## config.mk

```make
export PLATFORM = sky130hd
export DESIGN_NAME = usrt_rec
export DESIGN_NICKNAME = d
export VERILOG_FILES = /design/src/rtl/usrt_rec.sv
export SDC_FILE = /design/constraint.sdc
export NUM_CORES = 1
export LEC_CHECK = 0
export CAP_MARGIN = 15
export CORE_AREA = 2 2 50 52
export DETAILED_ROUTE_END_ITERATION = 16
export DIE_AREA = 0 0 52 54
export DONT_BUFFER_PORTS = 1
export HOLD_SLACK_MARGIN = 0.02
export RECOVER_POWER = 25
export SYNTH_ARGS = -nofsm -noshare
export SYNTH_HDL_FRONTEND = slang
export SYNTH_SLANG_ARGS = --single-unit
```

## constraint.sdc

```tcl
create_clock -name clk -period 2.13 [get_ports clk]
set_input_delay 0.426 -clock clk [delete_from_list [all_inputs] [get_ports clk]]
set_output_delay 0.426 -clock clk [all_outputs]
set_load 0.01 [all_outputs]
```

## src/rtl/usrt_rec.sv

```systemverilog
// rtl/usrt_rec.sv - USRT byte receiver: synced usrt_clk/usrt_rx, start/data/stop decode, rdy strobe.
// Optional even parity bit after the data bits when USRT_REC_PARITY_EN is defined.
module usrt_rec #(
    parameter int DATA_BITS   = 8,
    parameter int SYNC_STAGES = 2
) (
    input  logic                 clk,
    input  logic                 rst,
    input  logic                 usrt_rx,
    input  logic                 usrt_clk,
    output logic [DATA_BITS-1:0] USRT_data,
    output logic                 rdy
);
    localparam int CW = $clog2(DATA_BITS + 1);
    localparam logic [CW-1:0] LAST_BIT = CW'(DATA_BITS - 1);

    typedef enum logic [1:0] {IDLE, DATA, PARITY, STOP} state_t;

    logic [SYNC_STAGES-1:0] clk_sync_q;
    logic [SYNC_STAGES-1:0] rx_sync_q;
    logic                   clk_prev_q;
    logic                   sample;
    logic                   rx_bit;
    logic                   frame_ok;

    state_t                 state_q, state_d;
    logic [CW-1:0]          cnt_q, cnt_d;
    logic [DATA_BITS-1:0]   shift_q, shift_d;
    logic [DATA_BITS-1:0]   data_q, data_d;
    logic                   rdy_q, rdy_d;

    // Both chains have the same depth so an rx edge aligned with the usrt_clk rise is seen as new data.
    always_ff @(posedge clk) begin
        if (!rst) begin
            clk_sync_q <= '0;
            rx_sync_q  <= '1;
            clk_prev_q <= 1'b0;
        end else begin
            clk_sync_q <= {clk_sync_q[SYNC_STAGES-2:0], usrt_clk};
            rx_sync_q  <= {rx_sync_q[SYNC_STAGES-2:0], usrt_rx};
            clk_prev_q <= clk_sync_q[SYNC_STAGES-1];
        end
    end

    assign sample = clk_sync_q[SYNC_STAGES-1] & ~clk_prev_q;
    assign rx_bit = rx_sync_q[SYNC_STAGES-1];

`ifdef USRT_REC_PARITY_EN
    logic perr_q, perr_d;

    always_ff @(posedge clk) begin
        if (!rst) begin
            perr_q <= 1'b0;
        end else begin
            perr_q <= perr_d;
        end
    end

    always_comb begin
        perr_d = perr_q;
        if (sample) begin
            if (state_q == IDLE && !rx_bit) begin
                perr_d = 1'b0;
            end else if (state_q == PARITY) begin
                perr_d = (^shift_q) ^ rx_bit;
            end
        end
    end

    assign frame_ok = ~perr_q;
`else
    assign frame_ok = 1'b1;
`endif

    always_ff @(posedge clk) begin
        if (!rst) begin
            state_q <= IDLE;
            cnt_q   <= '0;
            shift_q <= '0;
            data_q  <= '0;
            rdy_q   <= 1'b0;
        end else begin
            state_q <= state_d;
            cnt_q   <= cnt_d;
            shift_q <= shift_d;
            data_q  <= data_d;
            rdy_q   <= rdy_d;
        end
    end

    always_comb begin
        state_d = state_q;
        case (state_q)
            IDLE: begin
                if (sample && !rx_bit) state_d = DATA;
            end
            DATA: begin
                if (sample && cnt_q == LAST_BIT) begin
`ifdef USRT_REC_PARITY_EN
                    state_d = PARITY;
`else
                    state_d = STOP;
`endif
                end
            end
`ifdef USRT_REC_PARITY_EN
            PARITY: begin
                if (sample) state_d = STOP;
            end
`endif
            STOP: begin
                if (sample) state_d = IDLE;
            end
            default: state_d = IDLE;
        endcase
    end

    always_comb begin
        cnt_d   = cnt_q;
        shift_d = shift_q;
        data_d  = data_q;
        rdy_d   = 1'b0;
        if (sample) begin
            case (state_q)
                IDLE: begin
                    if (!rx_bit) cnt_d = '0;
                end
                DATA: begin
                    // LSB arrives first, so shifting in at the MSB leaves it at bit 0.
                    shift_d = {rx_bit, shift_q[DATA_BITS-1:1]};
                    cnt_d   = cnt_q + CW'(1);
                end
                STOP: begin
                    if (rx_bit && frame_ok) begin
                        data_d = shift_q;
                        rdy_d  = 1'b1;
                    end
                end
                default: ;
            endcase
        end
    end

    assign USRT_data = data_q;
    assign rdy       = rdy_q;
endmodule

```

==> metrics.yaml, run 1 <==
pwr:
  irDropWorstVdd_mv: 0.3501
  p_per_area_nw_per_um2: 692.3
  combinationalPowerShare_pct: 2.2
  p_leak_uw: 0.0003514
  p_seq_share_pct: 69.9
  p_clk_share_pct: 28.0
  internal-power_uw: 601.0
  switching_share_pct: 20.98
  power.switching_uw: 159.6
setup_path:
  r2r_slack_ns: 0.45
  path_max_fanout: 13
  worstPathCellList: "or3b_4 -> or4b_1 -> a31oi_1"
  critPathLaunch: "state_q[1]$_SDFFE_PN0P_"
  path_class: "flip-flop to flip-flop"
  cp_slowest_stage_delay_ns: 0.52
  end_kind: "flip-flop"
  r2r-start: "state_q[1]$_SDFFE_PN0P_"
  cp.required_ns: 2.39
  cpMaxStageDelayCell: "or4b_1"
  critPathBufInv: 0
  cp-endpoint: "cnt_q[3]$_SDFFE_PN0P_"
  start_kind: "flip-flop"
  cp.depth: 3
  worst-r2r-cell-count: 3
  critical-path-top-delay-family: "simple AND/OR/NAND/NOR gates"
  arrival_ns: 1.94
  worstReg2RegEnd: "cnt_q[3]$_SDFFE_PN0P_"
drt:
  drt-total-wl_um: 1890
  viasPerCell: 5.525
  ant_nets: 0
  drc: 0
  drt_iter0_drc: 19
  detail_route.wl_per_cell_um: 13.60
  vias: 768
  drt_pass1_iterations: 4
timing:
  max_slew_margin_pct: 58.84
  maxSlewViolCount: 0
  rsz0062_at_grt: "no"
  hold_viol: 0
  min_period_ns: 1.681
  fin_skew_ns: 0.002831
  fin_setup_tns_ns: 0
  worst_pin_slew_ns: 0.6168
  finalCritPeriodShare_pct: 78.92
  setup_viol: 0
  fmax_mhz: 594.9
global_route:
  grt_max_degree: 22
  first_global_vias: 704
  grt_use_total_pct: 15.95
  antenna_found_initial: 0
  gr-total-overflow: 0
  grt_pass1_wl_um: 3174
floorplan:
  die_h_um: 54
  core_area_um2: 2320
  die_x_um: 52
  start_util_pct: 45.63
  io_pins: 13
  design.die.area_um2: 2808
  row_count: 18
synth:
  synth.area.top_cells: "dfxtp_1, mux2i_1, a21oi_1"
  ys_warn_count: 0
  async_reset_ff_share_pct: 0
  synth_nets: 116
  synthesis.area_um2: 1059
  synth_cells: 111
  yosysTopAreaCell: "dfxtp_1"
  synth_top_area_share_pct: 52.96
  synth_edf_count: 0
  ys_top_cells_by_count: "dfxtp_1, a21oi_1, o21ai_0"
  synth.distinct_cells: 27
  seq_area_frac_synth_pct: 52.96
  synth_most_common_cell: "dfxtp_1"
  ys.flop_type: "dfxtp_1"
  avgSynthCellArea_um2: 9.536
  ys_seq_elements: 28
cts:
  cts_sinks: 28
  clk_latency_ns: 0.32
  clock_path_buffers: 2
  cts_resized: 0
  htree_num_levels: 1
  numCtsBuffers: 3
  path_clk_slew_ns: 0.14
  tritoncts: "built"
  root_buffer: "clkbuf_4"
  cts_hold_buf: 0
  post-cts-setup-buffer-count: 0
finish:
  final_nets: 116
  post-route-util_pct: 47.36
  drive_gt1_share_pct: 6.422
  instances_no_fill: 139
  diodes: 0
  area_growth_syn_to_layout_pct: 3.782
place:
  numPortBuffers: 0
  dp_hpwl_um: 1297
  place.gp.congestion: 0.7593
  dpl.cell_count: 136
job:
  cap_violations: 0
run_status:
  status: "completed"
min_path:
  worstHoldPathType: "input port to flip-flop"
[cell type report]
type	count	area (um2)
multi-input cells	76	470.5
inverters	2	7.507
flip-flops and latches	28	560.5
clock buffers	3	22.52
well taps	30	37.54
fillers	237	1221
[metal layers]
layer,vias to the layer above,track usage [%],share of wire [%]
li1,386,-,-
met1,359,20.75,49
met2,18,22.15,43
met3,5,5.278,6.0
met4,0,10.96,2.3
met5,-,0,0
[placed cells by master (no fill, tap or decap)]
master     count
and2_2         1
nor2b_1        3
a2bb2oi_1      1
or3b_4         1
a31oi_1        1
or4b_1         1
and2_1         2
a21oi_1       12
ha_1           1
nand4b_1       2
mux2i_1        8
nand2b_1       3
or2b_1         1
nor2_1         9
nor3_1         1
nor3b_1        1
dfxtp_1       28
clkbuf_4       3
and4b_2        1
and4bb_2       1
inv_1          2
o21ai_0       12
nand2_1        3
nand3_1       10
o211ai_1       1
[stage by stage]
step / instance area (um2) / power (uW) / worst slack [ns] / hold slack, ns
finish: 1099 / 760.5 / 0.4489 / 0.1658
global route: 1099 / 793.5 / 0.3719 / 0.1472
CTS: 1099 / 767.5 / 0.4569 / 0.1560
detailed placement: 1076 / 559.3 / 0.4717 / 0.4041
global placement: 1076 / 558.9 / 0.5248 / 0.3966
floorplan: 1059 / 556.3 / 0.6565 / 0.3863
[worst min-delay path by stage]
stage	start	to	slack (ns)	cells after the start
6_report	rst	rx_sync_q[0]$_SDFF_PN1_	0.17	1
3_5_place_dp	rx_sync_q[0]$_SDFF_PN1_	rx_sync_q[1]$_SDFF_PN1_	0.40	1
3_3_place_gp	rx_sync_q[0]$_SDFF_PN1_	rx_sync_q[1]$_SDFF_PN1_	0.40	1
4_1_cts	rst	rx_sync_q[1]$_SDFF_PN1_	0.16	1
2_1_floorplan	rx_sync_q[0]$_SDFF_PN1_	rx_sync_q[1]$_SDFF_PN1_	0.39	1
5_1_grt	rst	rx_sync_q[0]$_SDFF_PN1_	0.15	1
[logic make-up after synthesis]
| logic type | count (synthesis) | share of synthesized area, % |
|---|---|---|
| AOI/OAI and AO/OA | 27 | 13.48 |
| buffers and inverters | 7 | 2.600 |
| muxes | 8 | 7.565 |
| adders and majority gates | 1 | 1.182 |
| and+or+nand+nor | 40 | 22.22 |
| DFF | 28 | 52.96 |
[power groups by stage]
| stage | Sequential (uW) | Combinational [uW] | Clock, uW |
|---|---|---|---|
| 6_report | 531 | 16.5 | 213 |
| 5_1_grt | 532 | 18.2 | 243 |
| 2_1_floorplan | 542 | 14.5 | 0 |
| 3_5_place_dp | 543 | 16.5 | 0 |
| 4_1_cts | 531 | 16.6 | 220 |
| 3_3_place_gp | 542 | 16.4 | 0 |
[state kept, by name, indices dropped and copies added, names as in the netlist]
| signal | flops |
|---|---|
| cnt_q | 4 |
| shift_q | 8 |
| clk_sync_q | 2 |
| state_q | 2 |
| rdy | 1 |
| rx_sync_q | 2 |
| USRT_data | 8 |
| clk_prev_q | 1 |
Power figures use the tool's default switching activity.
==> run 2, diff against run 1 <==
- clock period: 2.13 -> 1.43 ns (I/O delays scaled with it)
==> metrics.yaml, run 2 (synthesis gave the netlist of run 1 again) <==
pwr:
  p_clk_share_pct: 27.3  # -0.7 points
  switching_share_pct: 20.58  # -0.40 points
  p_seq_share_pct: 69.6  # -0.3 points
  irDropWorstVdd_mv: 0.6195  # +77%
  p_per_area_nw_per_um2: 963.9  # +39%
  p_leak_uw: 0.0004013  # +14%
  internal-power_uw: 902.3  # +50%
  power.switching_uw: 233.8  # +47%
  combinationalPowerShare_pct: 3.2  # +1.0 points
drt:
  drt_pass1_iterations: 4  # unchanged
  vias: 785  # +2.2%
  detail_route.wl_per_cell_um: 13.17  # -3.1%
  drt-total-wl_um: 1963  # +3.9%
  drt_iter0_drc: 8  # -11
  viasPerCell: 5.268  # -4.6%
  drc: 0  # unchanged
  ant_nets: 0  # unchanged
global_route:
  grt_use_total_pct: 16.19  # +0.25 points
  gr-total-overflow: 0  # unchanged
  first_global_vias: 725  # +3.0%
  grt_pass1_wl_um: 3222  # +1.5%
  grt_max_degree: 22  # unchanged
  antenna_found_initial: 0  # unchanged
timing:
  finalCritPeriodShare_pct: 98.33  # +19 points
  fin_setup_tns_ns: 0  # unchanged
  worst_pin_slew_ns: 0.3355  # -0.2813 ns
  min_period_ns: 1.406  # -0.2750 ns
  fin_skew_ns: 0.002410  # -0.0004217 ns
  rsz0062_at_grt: "yes"
  fmax_mhz: 711.2  # +20%
  maxSlewViolCount: 0  # unchanged
  setup_viol: 0  # unchanged
  max_slew_margin_pct: 77.59  # +19 points
  hold_viol: 0  # unchanged
cts:
  root_buffer: "clkbuf_4"
  path_clk_slew_ns: 0.14  # about the same
  clock_path_buffers: 2  # unchanged
  numCtsBuffers: 3  # unchanged
  tritoncts: "built"
  cts_sinks: 28  # unchanged
  clk_latency_ns: 0.31  # about the same
  htree_num_levels: 1  # unchanged
finish:
  design_area_um2: 1179  # +7.3%
  layout_common_cells: "dfxtp_1, a21oi_1, o21ai_0"
  diodes: 0  # unchanged
  area_growth_syn_to_layout_pct: 11.35
  final_nets: 126  # +8.6%
  post-route-util_pct: 50.81  # +3.5 points
  drive_gt1_share_pct: 15.13  # +8.7 points
  final_common_cell: "dfxtp_1"
  regArea_um2: 563.0  # +0.45%
  nFillCells: 241  # +1.7%
  multiInputGateArea_um2: 470.5  # unchanged
  instances_no_fill: 149  # +7.2%
setup_path:
  r2r-start: "state_q[1]$_SDFFE_PN0P_"
  path_max_fanout: 2  # -11
  worstReg2RegEnd: "cnt_q[3]$_SDFFE_PN0P_"
  start_kind: "flip-flop"
  cp.required_ns: 1.69  # -0.70 ns
  worst-r2r-cell-count: 3  # unchanged
  end_kind: "flip-flop"
  critPathLaunch: "state_q[1]$_SDFFE_PN0P_"
  cp-endpoint: "cnt_q[3]$_SDFFE_PN0P_"
  r2r_slack_ns: 0.02  # -0.43 ns
  path_class: "flip-flop to flip-flop"
  arrival_ns: 1.66  # -0.28 ns
floorplan:
  die_x_um: 52  # unchanged
  die_h_um: 54  # unchanged
  core_area_um2: 2320  # unchanged
  start_util_pct: 45.63  # unchanged
  io_pins: 13  # unchanged
  design.die.area_um2: 2808  # unchanged
  row_count: 18  # unchanged
place:
  dpl.cell_count: 145  # +6.6%
  numPortBuffers: 0  # unchanged
  placed_area_um2: 1145  # +6.4%
  dp_hpwl_um: 1339  # +3.2%
  place.gp.congestion: 0.7101  # -6.5%
job:
  cap_violations: 0  # unchanged
min_path:
  worstHoldPathType: "input port to flip-flop"
run_status:
  status: "completed"
-- run 2: cell types whose count changed in the layout (fill, tap and decap cells not counted) --
cell	delta
and2_0	+1
and2_1	-1
buf_4	+9
dfxtp_1	-2
dfxtp_2	+2
dlygate4sd3_1	+1
-- run 2: layout make-up --
cell class                 count  share of cell area (%)
timing repair buffer          10                   6.582
multi-input combinational     76                   39.92
inverter                       2                  0.6369
clock buffer                   3                   1.911
tap                           30                   3.185
sequential                    28                   47.77
-- run 2: routing by layer --
| metal | part of all wire [%] | track usage, % | vias up |
|---|---|---|---|
| met5 | 0 | 0 | - |
| li1 | - | - | 411 |
| met4 | 1.0 | 7.895 | 0 |
| met2 | 44 | 25.11 | 12 |
| met3 | 3.5 | 3.611 | 2 |
| met1 | 52 | 21.31 | 360 |
-- run 2: power by group through the flow --
stage | Combinational [uW] | Sequential (uW) | Clock, uW
global placement | 33.1 | 807 | 0
detailed placement | 33.4 | 807 | 0
global route | 39.0 | 792 | 360
CTS | 36.3 | 790 | 326
finish | 35.9 | 790 | 310
floorplan | 21.6 | 807 | 0
-- run 2: worst min-delay path by stage --
stage / from / endpoint / slack [ns] / cells past startpoint
4_1_cts: usrt_rx / rx_sync_q[0]$_SDFF_PN1_ / 0.05 / 1
5_1_grt: usrt_rx / rx_sync_q[0]$_SDFF_PN1_ / 0.04 / 1
3_5_place_dp: rst / rx_sync_q[1]$_SDFF_PN1_ / 0.36 / 1
2_1_floorplan: rst / rx_sync_q[0]$_SDFF_PN1_ / 0.36 / 1
6_report: usrt_rx / rx_sync_q[0]$_SDFF_PN1_ / 0.06 / 1
3_3_place_gp: rst / rx_sync_q[1]$_SDFF_PN1_ / 0.36 / 1
-- run 2: metrics by stage --
step                      total power, uW  setup WS [ns]  hold slack [ns]
after global routing                 1191       -0.02661          0.03999
after CTS                            1153        0.01370          0.04596
after global placement              840.0        0.06864           0.3622
after detailed placement            840.8        0.04914           0.3639
after floorplan                     828.9        0.02238           0.3590
final                                1136        0.02389          0.05725
-- run 2: repair_timing --
action,CTS,global route
endpoints found under the hold margin,2,0
setup endpoints to repair,0,1
buffers inserted,0,0
hold buffers,1,0
gates resized for setup,0,1
-- run 2: critical path: stages (launching register included) --
cell and delay [ns]:
dfxtp_2 0.34, or3b_4 0.38, or4b_1 0.46, a31oi_1 0.16
==> run 3, diff against run 2 <==
- clock period: 1.43 -> 1.6 ns (I/O delays scaled with it)
==> metrics.yaml, run 3 (synthesis gave the netlist of run 1 again) <==
cts:
  htree_num_levels: 1  # unchanged
  numCtsBuffers: 3  # unchanged
  cts_resized: 0  # unchanged
  path_clk_slew_ns: 0.14  # about the same
  post-cts-setup-buffer-count: 0  # unchanged
  clk_latency_ns: 0.33  # +0.02 ns
  clock_path_buffers: 2  # unchanged
  root_buffer: "clkbuf_4"
  cts_hold_buf: 0  # -1
  cts_sinks: 28  # unchanged
  tritoncts: "built"
pwr:
  p_per_area_nw_per_um2: 945.1  # -1.9%
  p_leak_uw: 0.0003693  # -8.0%
  irDropWorstVdd_mv: 0.5154  # -17%
setup_path:
  path_class: "flip-flop to flip-flop"
  worstReg2RegEnd: "cnt_q[3]$_SDFFE_PN0P_"
  cp.required_ns: 1.87  # +0.18 ns
  path_max_fanout: 6  # +4
  r2r_slack_ns: 0.07  # +0.05 ns
  critical-path-top-delay-family: "simple AND/OR/NAND/NOR gates"
  critPathBufInv: 0  # unchanged
  arrival_ns: 1.80  # +0.14 ns
  r2r-start: "clk_prev_q$_SDFF_PN0_"
  worst-r2r-cell-count: 3  # unchanged
  cp_slowest_stage_delay_ns: 0.53  # +0.07 ns
  start_kind: "flip-flop"
  cp.depth: 3  # unchanged
  cp-endpoint: "cnt_q[3]$_SDFFE_PN0P_"
  cpMaxStageDelayCell: "or4b_1"
  worstPathCellList: "or3b_4 -> or4b_1 -> a31oi_1"
  critPathLaunch: "clk_prev_q$_SDFF_PN0_"
  end_kind: "flip-flop"
floorplan:
  row_count: 18  # unchanged
  start_util_pct: 45.63  # unchanged
  io_pins: 13  # unchanged
  die_h_um: 54  # unchanged
  die_x_um: 52  # unchanged
  core_area_um2: 2320  # unchanged
  design.die.area_um2: 2808  # unchanged
finish:
  area_growth_syn_to_layout_pct: 6.855
  layout_common_cells: "dfxtp_1, a21oi_1, o21ai_0"
  diodes: 0  # unchanged
  final_common_cell: "dfxtp_1"
  instances_no_fill: 143  # -4.0%
  final_nets: 119  # -5.6%
  drive_gt1_share_pct: 8.850  # -6.3 points
global_route:
  grt_pass1_wl_um: 3312  # +2.8%
  antenna_found_initial: 0  # unchanged
  grt_use_total_pct: 16.59  # +0.39 points
  grtUsageMet3_pct: 2.778  # -0.83 points
  first_global_vias: 707  # -2.5%
  grtUsageMet2_pct: 24.47  # -0.63 points
  gr-total-overflow: 0  # unchanged
  grt_util_met1_pct: 21.92  # +0.61 points
  grt_max_degree: 22  # unchanged
  top_usage_layer: "met2"
drt:
  drt-total-wl_um: 1961  # -0.10%
  detail_route.wl_per_cell_um: 13.71  # +4.1%
  viasPerCell: 5.497  # +4.3%
  drc: 0  # unchanged
  vias: 786  # +0.13%
  drt_iter0_drc: 8  # unchanged
  drt_pass1_iterations: 4  # unchanged
  ant_nets: 0  # unchanged
place:
  place.gp.congestion: 0.7184  # +1.2%
  dp_hpwl_um: 1299  # -3.0%
  dpl.cell_count: 139  # -4.1%
  numPortBuffers: 0  # unchanged
timing:
  maxSlewViolCount: 0  # unchanged
  setup_viol: 0  # unchanged
  finalCritPeriodShare_pct: 95.35  # -3.0 points
  worst_pin_slew_ns: 0.3707  # +0.03527 ns
  min_period_ns: 1.526  # +0.1196 ns
  max_slew_margin_pct: 75.15  # -2.4 points
  rsz0062_at_grt: "no"
  hold_viol: 0  # unchanged
  fin_setup_tns_ns: 0  # unchanged
  fmax_mhz: 655.5  # -7.8%
  fin_skew_ns: 0.005098  # +0.002688 ns
run_status:
  status: "completed"
min_path:
  worstHoldPathType: "input port to flip-flop"
job:
  cap_violations: 0  # unchanged
run 3: worst min-delay path by stage:
stage                       startpoint                 endpoint  slack, ns  depth (start not counted)
2_1_floorplan  rx_sync_q[0]$_SDFF_PN1_  rx_sync_q[1]$_SDFF_PN1_       0.39                          1
3_3_place_gp                       rst  rx_sync_q[1]$_SDFF_PN1_       0.40                          1
3_5_place_dp   rx_sync_q[0]$_SDFF_PN1_  rx_sync_q[1]$_SDFF_PN1_       0.39                          1
4_1_cts                            rst  rx_sync_q[1]$_SDFF_PN1_       0.04                          1
5_1_grt                            rst  rx_sync_q[1]$_SDFF_PN1_       0.03                          1
6_report                           rst  rx_sync_q[1]$_SDFF_PN1_       0.05                          1
run 3: where the power goes:
| part | internal (uW) | switching (uW) | leakage (uW) |
|---|---|---|---|
| clock network | 139 | 198 | 0.0000210 |
| logic | 10.5 | 14.8 | 0.000122 |
| registers | 703 | 3.06 | 0.000226 |
| total | 853 | 216 | 0.000369 |
run 3: layer usage:
layer / up-vias / share of wire, % / wire, um
li1: 394 / - / -
met1: 372 / 48 / 934
met2: 16 / 45 / 885
met3: 4 / 4.3 / 84
met4: 0 / 2.9 / 57
met5: - / 0 / 0
run 3: cell type report:
type / instances / area (um2)
clock buffer: 4 / 36.28
timing repair buffer: 3 / 18.77
sequential: 28 / 560.5
tap: 30 / 37.54
fill: 230 / 1189
inverter: 2 / 7.507
multi-input combinational: 76 / 470.5
run 3: metrics by stage:
stage | hold WS, ns | instance area (um2) | worst slack (ns) | power, uW | utilization [%]
after floorplan | 0.3863 | 1059 | 0.1265 | 740.6 | -
after global placement | 0.3980 | 1099 | 0.1427 | 747.7 | 47.36
after detailed placement | 0.3940 | 1099 | 0.09481 | 748.3 | 47.36
after CTS | 0.03985 | 1135 | 0.07687 | 1088 | 48.92
after global routing | 0.03310 | 1131 | 0.02858 | 1112 | 48.76
final | 0.05034 | 1131 | 0.07433 | 1069 | 48.76
==> patch, RTL diff (settings of run 3) <==
The option `USRT_REC_PARITY_EN` is turned on by a define.
--- a/src/rtl/usrt_rec.sv
+++ b/src/rtl/usrt_rec.sv
@@ -1,5 +1,7 @@
 // rtl/usrt_rec.sv - USRT byte receiver: synced usrt_clk/usrt_rx, start/data/stop decode, rdy strobe.
 // Optional even parity bit after the data bits when USRT_REC_PARITY_EN is defined.
+`define USRT_REC_PARITY_EN
+
 module usrt_rec #(
     parameter int DATA_BITS   = 8,
     parameter int SYNC_STAGES = 2
Check against the original RTL: no difference found for any inputs over 10 cycles, from zero or initial values and one cycle with rst low; that may be too few to reach the edited logic, so the function may still have changed.
==> patch against run 3 <==
  * Sequential cell count up 1
  * Area after synthesis is 17% higher
  * Routed wire length increased by 4.3%
  * Worst setup slack improved by 87 ps
  * Design area rose by 18%
  * Critical path type unchanged
  * Critical endpoint is now cnt_q[2]$_SDFFE_PN0P_
  * Largest cell class is now multi-input combinational cells
Power is not compared: it rests on default switching activity, and its combinational part moved more than twofold at a synthesized area within 25%.
==> patch: results (changes against run 3) <==
INFO  metric numCtsBuffers = 5 (was 3)
INFO  metric clock_tree.htree_level_count = 2 (was 1)
INFO  metric detailroute.wirelength.met3 = 100 µm (was 84 µm)
INFO  metric met2_usage = 32.1% (was 24.5%)
INFO  metric global_routing_met3_resource_utilization = 6.94% (was 2.78%)
INFO  metric synth_commonest_cells = sky130_fd_sc_hd__dfxtp_1 (29), sky130_fd_sc_hd__nor2_1 (21), sky130_fd_sc_hd__mux2i_1 (16), sky130_fd_sc_hd__ha_1 (5) (was sky130_fd_sc_hd__dfxtp_1 (28), sky130_fd_sc_hd__a21oi_1 (12), sky130_fd_sc_hd__o21ai_0 (12), sky130_fd_sc_hd__nand3_1 (10), sky130_fd_sc_hd__nor2_1 (9))
INFO  metric fin_worst_skew = 4.82 ps (was 5.10 ps)
INFO  metric drc_marker_count_from_the_first_detailed_route_iteration = 19 (was 8)
INFO  metric crit_family = flip-flops (was simple AND/OR/NAND/NOR gates)
INFO  metric synth_sequential_area_ratio = 47.1% (was 53.0%)
INFO  metric worstHoldEndpoint = rx_sync_q[0]$_SDFF_PN1_ (was rx_sync_q[1]$_SDFF_PN1_)
INFO  metric global_route_wire_length_before_repair = 3580 µm (was 3310 µm)
INFO  metric grt_usage = 18.0% (was 16.6%)
INFO  metric wl_met2 = 983 µm (was 885 µm)
INFO  metric cp_data_arrival_time = 1640 ps (was 1800 ps)
INFO  metric vias_in_the_first_global_route = 831 (was 707)
INFO  metric hpwl = 1480 µm (was 1300 µm)
INFO  metric synth.net_count = 132 (was 116)
INFO  metric synth_cell_type_count = 32 (was 27)
INFO  metric rr_worst_depth = 6 (was 3)
INFO  metric fill_cells = 216 (was 230)
INFO  metric routed_wirelength = 2050 µm (was 1960 µm)
INFO  metric gp_congestion = 0.855 (was 0.718)
INFO  metric status = finished clean (unchanged)
INFO  metric finalNetCount = 139 (was 119)
INFO  metric yosys-top-cells-area = sky130_fd_sc_hd__dfxtp_1 (47%), sky130_fd_sc_hd__mux2i_1 (13%), sky130_fd_sc_hd__nor2_1 (6.4%) (was sky130_fd_sc_hd__dfxtp_1 (53%), sky130_fd_sc_hd__mux2i_1 (7.6%), sky130_fd_sc_hd__a21oi_1 (5.7%))
INFO  metric wl_met1 = 920 µm (was 934 µm)
patch: changes by cell type in the layout (fill, tap and decap cells not counted), moves of 8 or more:
cell,before,now
sky130_fd_sc_hd__nor2_1,9,21
sky130_fd_sc_hd__o21ai_0,12,3
sky130_fd_sc_hd__a21oi_1,12,3
sky130_fd_sc_hd__mux2i_1,8,16
sky130_fd_sc_hd__nand3_1,10,2
patch: layout make-up:
type | count | area [µm²] | share of cell area [%]
timing repair buffer | 4 | 30.0 | 2.24
tap | 30 | 37.5 | 2.80
sequential | 29 | 581 | 43.4
multi-input combinational | 87 | 624 | 46.6
inverter | 3 | 11.3 | 0.841
clock buffer | 7 | 55.1 | 4.11
patch: what timing repair did:
item                                   CTS  global route
setup endpoints to repair                0             3
gates resized for setup                  0             2
endpoints found under the hold margin    0             0
patch: cell families (layout without fill, tap and decap cells):
kind of cell             Yosys count  in the layout  synth area share (%)
buffers and inverters              7             14                  2.54
adder cells (fa/ha/maj)            5              5                  5.07
AO/OA/AOI/OAI                     15             15                  7.91
multiplexers                      16             16                  13.0
XOR/XNOR                           9              9                  7.50
flip-flops                        29             29                  47.1
AND/OR/NAND/NOR                   42             42                  16.9
patch: through the flow:
step                      cells  util (%)
final                       160      57.7
after global routing        160      57.7
after CTS                   160      57.6
after detailed placement    153      55.2
after global placement      153      55.2
after floorplan             123         -
patch: power by group through the flow:
stage               Clock [µW]  Sequential [µW]  Combinational (µW)
floorplan                    0              768                 125
global placement             0              770                 163
detailed placement           0              772                 164
CTS                        451              755                 165
global route               494              758                 192
finish                     437              754                 168
patch: worst reg2reg max path, delay by kind of cell, from the launching register on:
kind	cells	cell delay, ps
AO/OA/AOI/OAI	1	210
AND/OR/NAND/NOR	2	240
adder cells (fa/ha/maj)	1	250
flip-flops	1	380
buffers and inverters	1	80
XOR/XNOR	1	170
